[src/rtl/fifo_rd_stream_pkg.sv]
// fifo_rd_stream_pkg
// Shared constants for the FIFO read-side stream adapter:
//   FRS_BUF_DEPTH / FRS_PTR_W / FRS_CNT_W : geometry of the 2-entry output buffer
//   FRS_ERR_*                             : bit positions of the protocol error causes
//   frs_err_causes()                      : decodes the per-cycle error causes
package fifo_rd_stream_pkg;

  localparam int FRS_BUF_DEPTH = 2;
  localparam int FRS_PTR_W     = 1;
  localparam int FRS_CNT_W     = 2;   // holds occupancy 0..2 and slots 0..3

  // Error-cause encodings (bit positions in the cause vector)
  localparam int FRS_ERR_UNEXP = 0;   // read data with no read in flight
  localparam int FRS_ERR_OVFL  = 1;   // read data while buffer full and not draining
  localparam int FRS_ERR_UNDFL = 2;   // FIFO reported underflow
  localparam int FRS_ERR_W     = 3;

  // Decode which protocol errors occur this cycle. ignore_valid masks a
  // stale word returning in the first cycle after reset.
  function automatic logic [FRS_ERR_W-1:0] frs_err_causes(
    input logic valid,
    input logic inflight,
    input logic full,
    input logic pop,
    input logic underflow,
    input logic ignore_valid
  );
    logic [FRS_ERR_W-1:0] c;
    c                = {FRS_ERR_W{1'b0}};
    c[FRS_ERR_UNEXP] = valid & ~ignore_valid & ~inflight;
    c[FRS_ERR_OVFL]  = valid & ~ignore_valid & inflight & full & ~pop;
    c[FRS_ERR_UNDFL] = underflow;
    return c;
  endfunction

endpackage

[src/rtl/frs_skid_buf2.sv]
// frs_skid_buf2
// Two-entry in-order buffer with 1-bit head/tail pointers and occupancy count.
// Ports:
//   clk, rst : clock and synchronous active-high reset
//   push     : write din at tail (ignored when full and not popping)
//   pop      : retire head entry (ignored when empty)
//   din      : write data
//   dout     : head entry, read straight from the storage registers
//   cnt      : occupancy 0..2
module frs_skid_buf2
  import fifo_rd_stream_pkg::*;
#(
  parameter int DATA_WIDTH = 8
) (
  input  logic                  clk,
  input  logic                  rst,
  input  logic                  push,
  input  logic                  pop,
  input  logic [DATA_WIDTH-1:0] din,
  output logic [DATA_WIDTH-1:0] dout,
  output logic [FRS_CNT_W-1:0]  cnt
);

  logic [DATA_WIDTH-1:0] mem_r [FRS_BUF_DEPTH];
  logic [FRS_PTR_W-1:0]  head_r;
  logic [FRS_PTR_W-1:0]  tail_r;
  logic [FRS_CNT_W-1:0]  cnt_r;
  logic                  push_ok_s;
  logic                  pop_ok_s;

  // Qualify requests so the storage can never over- or under-run.
  always_comb begin
    pop_ok_s  = pop & (cnt_r != 2'd0);
    push_ok_s = push & ((cnt_r != 2'd2) | pop_ok_s);
  end

  // Storage, pointers and occupancy.
  always_ff @(posedge clk) begin
    if (rst) begin
      for (int i = 0; i < FRS_BUF_DEPTH; i++) begin
        mem_r[i] <= {DATA_WIDTH{1'b0}};
      end
      head_r <= {FRS_PTR_W{1'b0}};
      tail_r <= {FRS_PTR_W{1'b0}};
      cnt_r  <= 2'd0;
    end else begin
      if (push_ok_s) begin
        mem_r[tail_r] <= din;
        tail_r        <= tail_r + 1'b1;
      end else begin
        tail_r <= tail_r;
      end
      if (pop_ok_s) begin
        head_r <= head_r + 1'b1;
      end else begin
        head_r <= head_r;
      end
      case ({push_ok_s, pop_ok_s})
        2'b10:   cnt_r <= cnt_r + 2'd1;
        2'b01:   cnt_r <= cnt_r - 2'd1;
        default: cnt_r <= cnt_r;   // idle, or push+pop together
      endcase
    end
  end

  // Head entry drives the output directly from a storage register.
  always_comb begin
    dout = mem_r[head_r];
    cnt  = cnt_r;
  end

endmodule

[src/rtl/fifo_rd_stream.sv]
// fifo_rd_stream
// Drains a standard-mode (1-cycle read latency) synchronous FIFO into a
// valid/ready stream. A read is issued only when the 2-entry output buffer is
// guaranteed room for the returning word, giving 1 beat/cycle when m_ready
// stays high. Protocol violations on the FIFO side set a sticky err.
// Optional feature: define FIFO_RD_STREAM_LAST_EN to mark every BURST_LEN-th
// beat with m_last; otherwise m_last is tied low.
// Ports:
//   clk, rst              : clock, synchronous active-high reset
//   fifo_empty            : FIFO empty flag
//   fifo_rd_en            : FIFO read request (combinational)
//   fifo_dout, fifo_valid : FIFO read data and its valid (1 cycle after read)
//   fifo_underflow        : FIFO underflow pulse
//   m_valid, m_ready      : stream handshake
//   m_data, m_last        : stream data, last beat of a BURST_LEN group
//   err                   : sticky protocol error
module fifo_rd_stream
  import fifo_rd_stream_pkg::*;
#(
  parameter int DATA_WIDTH = 8,
  parameter int BURST_LEN  = 16
) (
  input  logic                  clk,
  input  logic                  rst,
  input  logic                  fifo_empty,
  output logic                  fifo_rd_en,
  input  logic [DATA_WIDTH-1:0] fifo_dout,
  input  logic                  fifo_valid,
  input  logic                  fifo_underflow,
  output logic                  m_valid,
  input  logic                  m_ready,
  output logic [DATA_WIDTH-1:0] m_data,
  output logic                  m_last,
  output logic                  err
);

  if (BURST_LEN < 1) begin : g_bad_burst_len
    $error("fifo_rd_stream: BURST_LEN must be >= 1");
  end

  logic [FRS_CNT_W-1:0] buf_cnt_s;
  logic [FRS_CNT_W-1:0] slots_s;
  logic                 inflight_r;
  logic                 post_rst_r;
  logic                 err_r;
  logic                 pop_s;
  logic                 push_s;
  logic                 full_s;
  logic [FRS_ERR_W-1:0] cause_s;

  // Handshake, read issue and push qualification.
  always_comb begin
    m_valid = (buf_cnt_s != 2'd0);
    pop_s   = m_valid & m_ready;
    full_s  = (buf_cnt_s == 2'd2);
    slots_s = buf_cnt_s + {1'b0, inflight_r};
    // A pop this cycle frees the slot the new word will need next cycle.
    fifo_rd_en = ~fifo_empty & ~rst &
                 ((slots_s < 2'd2) | ((slots_s == 2'd2) & pop_s));
    // A word with nowhere to go is dropped; a stale post-reset word too.
    push_s  = fifo_valid & ~post_rst_r & (~full_s | pop_s);
    cause_s = frs_err_causes(fifo_valid, inflight_r, full_s, pop_s,
                             fifo_underflow, post_rst_r);
    err     = err_r;
  end

  // Read-in-flight tracking and first-cycle-after-reset marker.
  always_ff @(posedge clk) begin
    if (rst) begin
      inflight_r <= 1'b0;
      post_rst_r <= 1'b1;
    end else begin
      inflight_r <= fifo_rd_en;
      post_rst_r <= 1'b0;
    end
  end

  // Sticky protocol error.
  always_ff @(posedge clk) begin
    if (rst) begin
      err_r <= 1'b0;
    end else if (|cause_s) begin
      err_r <= 1'b1;
    end else begin
      err_r <= err_r;
    end
  end

  frs_skid_buf2 #(
    .DATA_WIDTH(DATA_WIDTH)
  ) u_buf (
    .clk  (clk),
    .rst  (rst),
    .push (push_s),
    .pop  (pop_s),
    .din  (fifo_dout),
    .dout (m_data),
    .cnt  (buf_cnt_s)
  );

`ifdef FIFO_RD_STREAM_LAST_EN
  localparam int BEAT_W = (BURST_LEN > 1) ? $clog2(BURST_LEN) : 1;
  localparam logic [BEAT_W-1:0] BEAT_MAX = BEAT_W'(BURST_LEN - 1);

  logic [BEAT_W-1:0] beat_r;

  // Last beat of a group is flagged from the pop counter.
  always_comb begin
    m_last = m_valid & (beat_r == BEAT_MAX);
  end

  // Count accepted beats, wrapping after the last beat of each group.
  always_ff @(posedge clk) begin
    if (rst) begin
      beat_r <= {BEAT_W{1'b0}};
    end else if (pop_s) begin
      beat_r <= m_last ? {BEAT_W{1'b0}} : beat_r + BEAT_W'(1);
    end else begin
      beat_r <= beat_r;
    end
  end
`else
  // No grouping: m_last kept only so the port list is build-independent.
  always_comb begin
    m_last = 1'b0;
  end
`endif

endmodule

[config.mk]
export PLATFORM = sky130hd
export DESIGN_NAME = fifo_rd_stream
export DESIGN_NICKNAME = d
export VERILOG_FILES = /design/src/rtl/fifo_rd_stream_pkg.sv /design/src/rtl/frs_skid_buf2.sv /design/src/rtl/fifo_rd_stream.sv
export SDC_FILE = /design/constraint.sdc
export NUM_CORES = 1
export LEC_CHECK = 0
export ABC_CLOCK_PERIOD_IN_PS = 4800
export BUFFER_PORTS_ARGS = -buffer_cell sky130_fd_sc_hd__buf_2
export CORE_ASPECT_RATIO = 1.4
export CORE_MARGIN = 2
export CORE_UTILIZATION = 35
export CTS_CLUSTER_SIZE = 30
export DETAILED_ROUTE_END_ITERATION = 8
export PLACE_DENSITY = 0.6
export RECOVER_POWER = 100
export SLEW_MARGIN = 20
export SYNTH_ARGS = -nofsm -noshare
export SYNTH_HDL_FRONTEND = slang
export SYNTH_SLANG_ARGS = --single-unit
export TNS_END_PERCENT = 1
[constraint.sdc]
create_clock -name clk -period 4.8 [get_ports clk]
set_clock_uncertainty 0.15 [all_clocks]
set_input_delay 0.72 -clock clk [delete_from_list [all_inputs] [get_ports clk]]
set_output_delay 0.72 -clock clk [all_outputs]
set_load 0.05 [all_outputs]
==> flow_metrics.py, run 1 <==
metrics = {
    "logic_synthesis": {
        "syn-instance-count": 93,
        "async_reset_ff_share_pct": 0,
        "ys_types": 27,
        "synth.net_count": 109,
        "synth-seq-area-share_pct": 57.85,
        "syn-cell-area_um2": 1107,
        "synth_edf_count": 16,
        "synth-warning-count": 0,
        "synth-seq-cells": 24,
        "syn_area_per_cell_um2": 11.91,
        "synth-main-ff-cell": "edfxtp_1",
    },
    "clocking": {
        "cts_buffer_depth": 2,
        "clock-sinks": 24,
        "cts_hold_buf": 0,
        "cts_buffers": 3,
        "postCtsResizedCells": 0,
        "root_buffer": "clkbuf_8",
        "htree_levels": 1,
        "tritoncts": "yes",
        "clock_latency_ns": 0.25,
        "postCtsSetupBuffers": 0,
        "cts.clk_slew.worst_paths_ns": 0.08,
    },
    "worst_setup_path": {
        "critPathLaunch": "m_ready",
        "rrSetupSlack_ns": 2.77,
        "worstReg2RegStart": "u_buf.cnt[1]$_SDFFE_PP0P_",
        "start_kind": "primary input",
        "critical_path_arrival_ns": 1.84,
        "r2r_end": "u_buf.mem_r[0][5]$_SDFFCE_PN0P_",
        "reg2reg_depth": 3,
        "worstSetupEndpointType": "primary output",
        "critical_path_class": "in -> out",
        "critPathRequiredTime_ns": 3.93,
        "cp_max_fo": 3,
    },
    "floorplanning": {
        "die_x_um": 51.54,
        "dieArea_um2": 3636,
        "fp.dieH_um": 70.55,
        "core_area_um2": 3063,
        "start_util_pct": 36.15,
        "io_pins": 26,
        "core.rowCount": 24,
    },
    "sta": {
        "tightest_slew_ns": 0.7919,
        "clock.fmax_ghz": 0.3687,
        "rsz0062_at_grt": "no",
        "period_needed_ns": 2.712,
        "setup_total_negative_slack_ns": 0,
        "fin_hold_ws_ns": 0.3569,
        "finalCritPeriodShare_pct": 56.50,
        "hold_violations": 0,
        "slew_headroom_pct": 47.21,
        "drv_slew": 0,
        "setup_viol_count_final": 0,
    },
    "global_routing": {
        "antenna_found_initial": 0,
        "grt_pass1_wl_um": 3229,
        "grt_util_all_layers_pct": 11.91,
        "grt_pass1_vias": 769,
        "grt_max_degree": 21,
        "overflow": 0,
    },
    "cells_and_area": {
        "layout.cells.most_common": "nor2_1",
        "drive_above_1_share_pct": 22.41,
        "final_cell_mix": "nor2_1, edfxtp_1, buf_2, clkbuf_1, nand2b_1",
        "diodes": 0,
        "area_growth_pct": 14.01,
        "fin_nets": 133,
    },
    "flow_run": {
        "maxCapViolCount": 0,
    },
    "route": {
        "wl_um": 1929,
        "ant_nets": 0,
        "first_pass_iters": 3,
        "first_iter_violations": 13,
        "vias": 718,
        "via_per_inst": 4.632,
        "wl_per_cell_um": 12.45,
        "drc": 0,
    },
    "hold_path": {
        "whs_path_depth": 1,
        "hold_path_end": "err$_SDFFE_PP0P_",
        "holdCritStartpoint": "inflight_r$_SDFF_PP0_",
        "worstHoldPathType": "reg -> reg",
    },
    "placement": {
        "dp_hpwl_um": 1441,
        "finalWeightedCongestion": 0.6965,
        "portBuffers": 24,
    },
    "status": {
        "outcome": "finished clean",
    },
    "power": {
        "p_leak_uw": 0.0004889,
        "power.total_uw": 586.4,
        "power_density_nw_per_um2": 464.5,
        "peakVddDrop_mv": 0.2705,
    },
}
## logic make-up (layout without fill, tap and decap cells)
| group | after synthesis | after routing | synth area share (%) |
|---|---|---|---|
| simple gates | 42 | 42 | 20.57 |
| flops | 24 | 24 | 57.85 |
| mux | 9 | 9 | 9.491 |
| buf+inv | 6 | 29 | 3.164 |
| compound gates | 5 | 5 | 3.163 |
| xor+xnor | 4 | 4 | 3.164 |
| fa+ha+maj | 2 | 2 | 2.260 |
| other cells | 1 | 1 | 0.3387 |
## critical path, cell delays in order
cell and delay [ns]:
buf_2 0.09, o21ai_0 0.14, o21ai_0 0.22, nor3b_1 0.19, clkbuf_1 0.49
## stage by stage
step	setup WS, ns	instances	area (µm²)	utilization (%)
after floorplan	1.722	93	1107	-
after global placement	2.350	151	1245	40.65
after detailed placement	2.293	151	1245	40.65
after CTS	2.289	155	1290	42.12
after global routing	1.940	155	1262	41.22
final	2.088	155	1262	41.22
## layer usage
layer  wire length (µm)  GRT usage (%)
met2               1039          21.79
met1                755          12.41
met3                 97          2.321
met5                  0              0
met4                 37          6.140
## sequential cells by signal, summed over array words and instances (netlist names), named ones only
name,flops
err,1
u_buf.tail_r,1
inflight_r,1
u_buf.mem_r,16
post_rst_r,1
u_buf.head_r,1
u_buf.cnt,2
## final cells by class
cell class | instances | area (µm²)
clock buffer | 3 | 41.29
clock inverter | 1 | 3.754
fill | 327 | 1800
inverter | 1 | 3.754
multi-input combinational | 63 | 419.2
sequential | 24 | 640.6
tap | 39 | 48.80
timing repair buffer | 24 | 105.1
## report_power, final
part	switching (µW)	internal, µW	leakage [µW]
combinational	137	63.8	0.000232
sequential	25.9	246	0.000234
clock	56.8	57.0	0.0000231
total	220	367	0.000489
## worst max-delay path by stage
stage	end
2_1_floorplan	fifo_rd_en
3_3_place_gp	fifo_rd_en
3_5_place_dp	fifo_rd_en
4_1_cts	fifo_rd_en
5_1_grt	fifo_rd_en
6_report	fifo_rd_en
## Yosys cell counts, drive strengths merged (2+ instances only)
| cell type | number | share of area (%) |
|---|---|---|
| nor2 | 21 | 7.1 |
| edfxtp | 16 | 43 |
| nand2b | 10 | 5.6 |
| mux2 | 9 | 9.5 |
| dfxtp | 8 | 14 |
| buf | 3 | 2.1 |
| o21ai | 3 | 1.4 |
| xor2 | 3 | 2.4 |
| clkbuf | 2 | 0.68 |
| ha | 2 | 2.3 |
| nor2b | 2 | 1.1 |
| nor3b | 2 | 1.4 |
(Power assumes the default switching activity.)
==> inputs of run 2 (changes only) <==
--- a/config.mk
+++ b/config.mk
@@ -5,7 +5,7 @@
 export SDC_FILE = /design/constraint.sdc
 export NUM_CORES = 1
 export LEC_CHECK = 0
-export ABC_CLOCK_PERIOD_IN_PS = 4800
+export ABC_CLOCK_PERIOD_IN_PS = 2700
 export BUFFER_PORTS_ARGS = -buffer_cell sky130_fd_sc_hd__buf_2
 export CORE_ASPECT_RATIO = 1.4
 export CORE_MARGIN = 2
==> constraint.sdc (replaced) <==
create_clock -name clk -period 2.7 [get_ports clk]
set_clock_uncertainty 0.15 [all_clocks]
set_input_delay 0.405 -clock clk [delete_from_list [all_inputs] [get_ports clk]]
set_output_delay 0.405 -clock clk [all_outputs]
set_load 0.05 [all_outputs]
==> run 2 against run 1 <==
Clock power rose to 2.7 times the previous value; utilization rose by 0.69 points; via count fell by 2.9%; global-route usage fell by 0.75 points; combinational power rose by 76%; cell count did not move; critical path type is now reg -> out; sequential share of layout area fell by 0.84 points; cell area rose by 1.7%; hold slack got worse by 0.20 ns; power rose by 94%; critical path depth fell by 1.
==> flow_metrics.py, run 2 (synthesis results as in run 1) <==
metrics = {
    "power": {
        "clkPwrFrac_pct": 26.8,
        "switching_share_pct": 34.27,
        "power_density_nw_per_um2": 886.9,
        "power.internal_uw": 748.4,
        "power_frac_seq_pct": 42.2,
        "p_leak_uw": 0.0005041,
        "peakVddDrop_mv": 0.4830,
        "power.switching_uw": 390.2,
        "combPwrFrac_pct": 31.0,
    },
    "sta": {
        "finalCritPeriodShare_pct": 80.49,
        "period_needed_ns": 2.173,
        "clock.fmax_ghz": 0.4602,
        "drv_slew": 0,
        "tightest_slew_ns": 0.7013,
        "fin_hold_ws_ns": 0.1618,
        "setup_total_negative_slack_ns": 0,
        "hold_violations": 0,
        "setup_viol_count_final": 0,
        "slew_headroom_pct": 53.25,
        "rsz0062_at_grt": "no",
    },
    "route": {
        "first_pass_iters": 4,
        "first_iter_violations": 13,
        "vias": 697,
        "via_per_inst": 4.497,
        "ant_nets": 0,
        "wl_um": 1748,
        "wl_per_cell_um": 11.28,
        "drc": 0,
    },
    "floorplanning": {
        "dieArea_um2": 3636,
        "fp.dieH_um": 70.55,
        "core.rowCount": 24,
        "io_pins": 26,
        "die_x_um": 51.54,
        "start_util_pct": 36.15,
        "core_area_um2": 3063,
    },
    "worst_setup_path": {
        "cp.depth": 4,
        "critPathRequiredTime_ns": 2.14,
        "worstSetupEndpointType": "primary output",
        "path_delay_family": "flip-flops",
        "reg2reg_depth": 3,
        "critical_path_arrival_ns": 1.62,
        "worst-path-buf-inv": 1,
        "worstReg2RegStart": "u_buf.cnt[1]$_SDFFE_PP0P_",
        "cp_slowest_cell": "dfxtp_1",
        "cp_max_fo": 6,
        "rrSetupSlack_ns": 0.72,
        "r2r_end": "u_buf.mem_r[0][6]$_SDFFCE_PN0P_",
        "critical_path_class": "reg -> out",
        "start_kind": "flip-flop",
        "path_cells": "ha_1, o21ai_0, nor3b_1, buf_2",
        "cp_slowest_stage_delay_ns": 0.44,
    },
    "clocking": {
        "postCtsResizedCells": 0,
        "cts_buffer_depth": 2,
        "root_buffer": "clkbuf_8",
        "cts_hold_buf": 0,
        "clock_latency_ns": 0.26,
        "postCtsSetupBuffers": 0,
        "htree_levels": 1,
        "cts_buffers": 3,
        "cts.clk_slew.worst_paths_ns": 0.08,
        "tritoncts": "yes",
        "clock-sinks": 24,
    },
    "hold_path": {
        "whs_path_depth": 2,
        "holdCritStartpoint": "fifo_empty",
        "worstHoldPathType": "in -> reg",
        "hold_path_end": "inflight_r$_SDFF_PP0_",
    },
    "cells_and_area": {
        "area_growth_pct": 15.93,
        "top_register": "u_buf.mem_r",
        "drive_above_1_share_pct": 23.28,
        "layout.cells.most_common": "nor2_1",
        "largest_reg_flops": 16,
        "stdcell_count": 155,
        "fin_nets": 133,
        "diodes": 0,
        "final_cell_mix": "nor2_1, edfxtp_1, buf_2",
    },
    "flow_run": {
        "maxCapViolCount": 0,
    },
    "placement": {
        "place_inst": 151,
        "finalWeightedCongestion": 0.7153,
        "portBuffers": 24,
        "dp_hpwl_um": 1327,
    },
    "global_routing": {
        "antenna_found_initial": 0,
        "grt_pass1_vias": 675,
        "grt_max_degree": 21,
        "grt_pass1_wl_um": 3105,
        "overflow": 0,
        "grt_util_all_layers_pct": 11.16,
    },
    "status": {
        "outcome": "finished clean",
    },
}
run 2: how the worst max path moves through the flow:
| stage | from | endpoint | slack [ns] |
|---|---|---|---|
| 2_1_floorplan | u_buf.cnt[0]$_SDFFE_PP0P_ | fifo_rd_en | 0.16 |
| 3_3_place_gp | m_ready | u_buf.cnt[1]$_SDFFE_PP0P_ | 0.65 |
| 3_5_place_dp | m_ready | u_buf.cnt[1]$_SDFFE_PP0P_ | 0.62 |
| 4_1_cts | u_buf.cnt[0]$_SDFFE_PP0P_ | fifo_rd_en | 0.50 |
| 5_1_grt | u_buf.cnt[0]$_SDFFE_PP0P_ | fifo_rd_en | 0.36 |
| 6_report | u_buf.cnt[0]$_SDFFE_PP0P_ | fifo_rd_en | 0.53 |
run 2: cell type report:
cell class / count / area [µm²]
timing repair buffer: 24 / 106.4
clock buffer: 3 / 41.29
tap: 39 / 48.80
sequential: 24 / 640.6
multi-input combinational: 63 / 412.9
clock inverter: 1 / 30.03
fill: 325 / 1779
inverter: 1 / 3.754
run 2: metal layers:
metal | part of all wire, % | global-route usage, % | wire (µm)
met1 | 45 | 13.77 | 786
met2 | 50 | 19.09 | 871
met3 | 4.2 | 1.266 | 74
met4 | 0.86 | 5.263 | 15
met5 | 0 | 0 | 0
run 2: metrics by stage:
stage                     worst slack, ns  utilization (%)  power (µW)  area (µm²)
after global routing               0.3647            41.91        1197        1284
final                              0.5269            41.91        1139        1284
after CTS                          0.5022            42.97        1165        1316
after floorplan                    0.1649                -       795.5        1107
after global placement             0.6520            40.65       853.9        1245
after detailed placement           0.6190            40.65       862.1        1245
run 2: power by group through the flow:
stage	Combinational [µW]	Sequential [µW]	Clock, µW
after floorplan	323	472	0
after global placement	364	490	0
after detailed placement	370	492	0
after CTS	372	484	309
after global routing	382	490	326
final	353	481	305
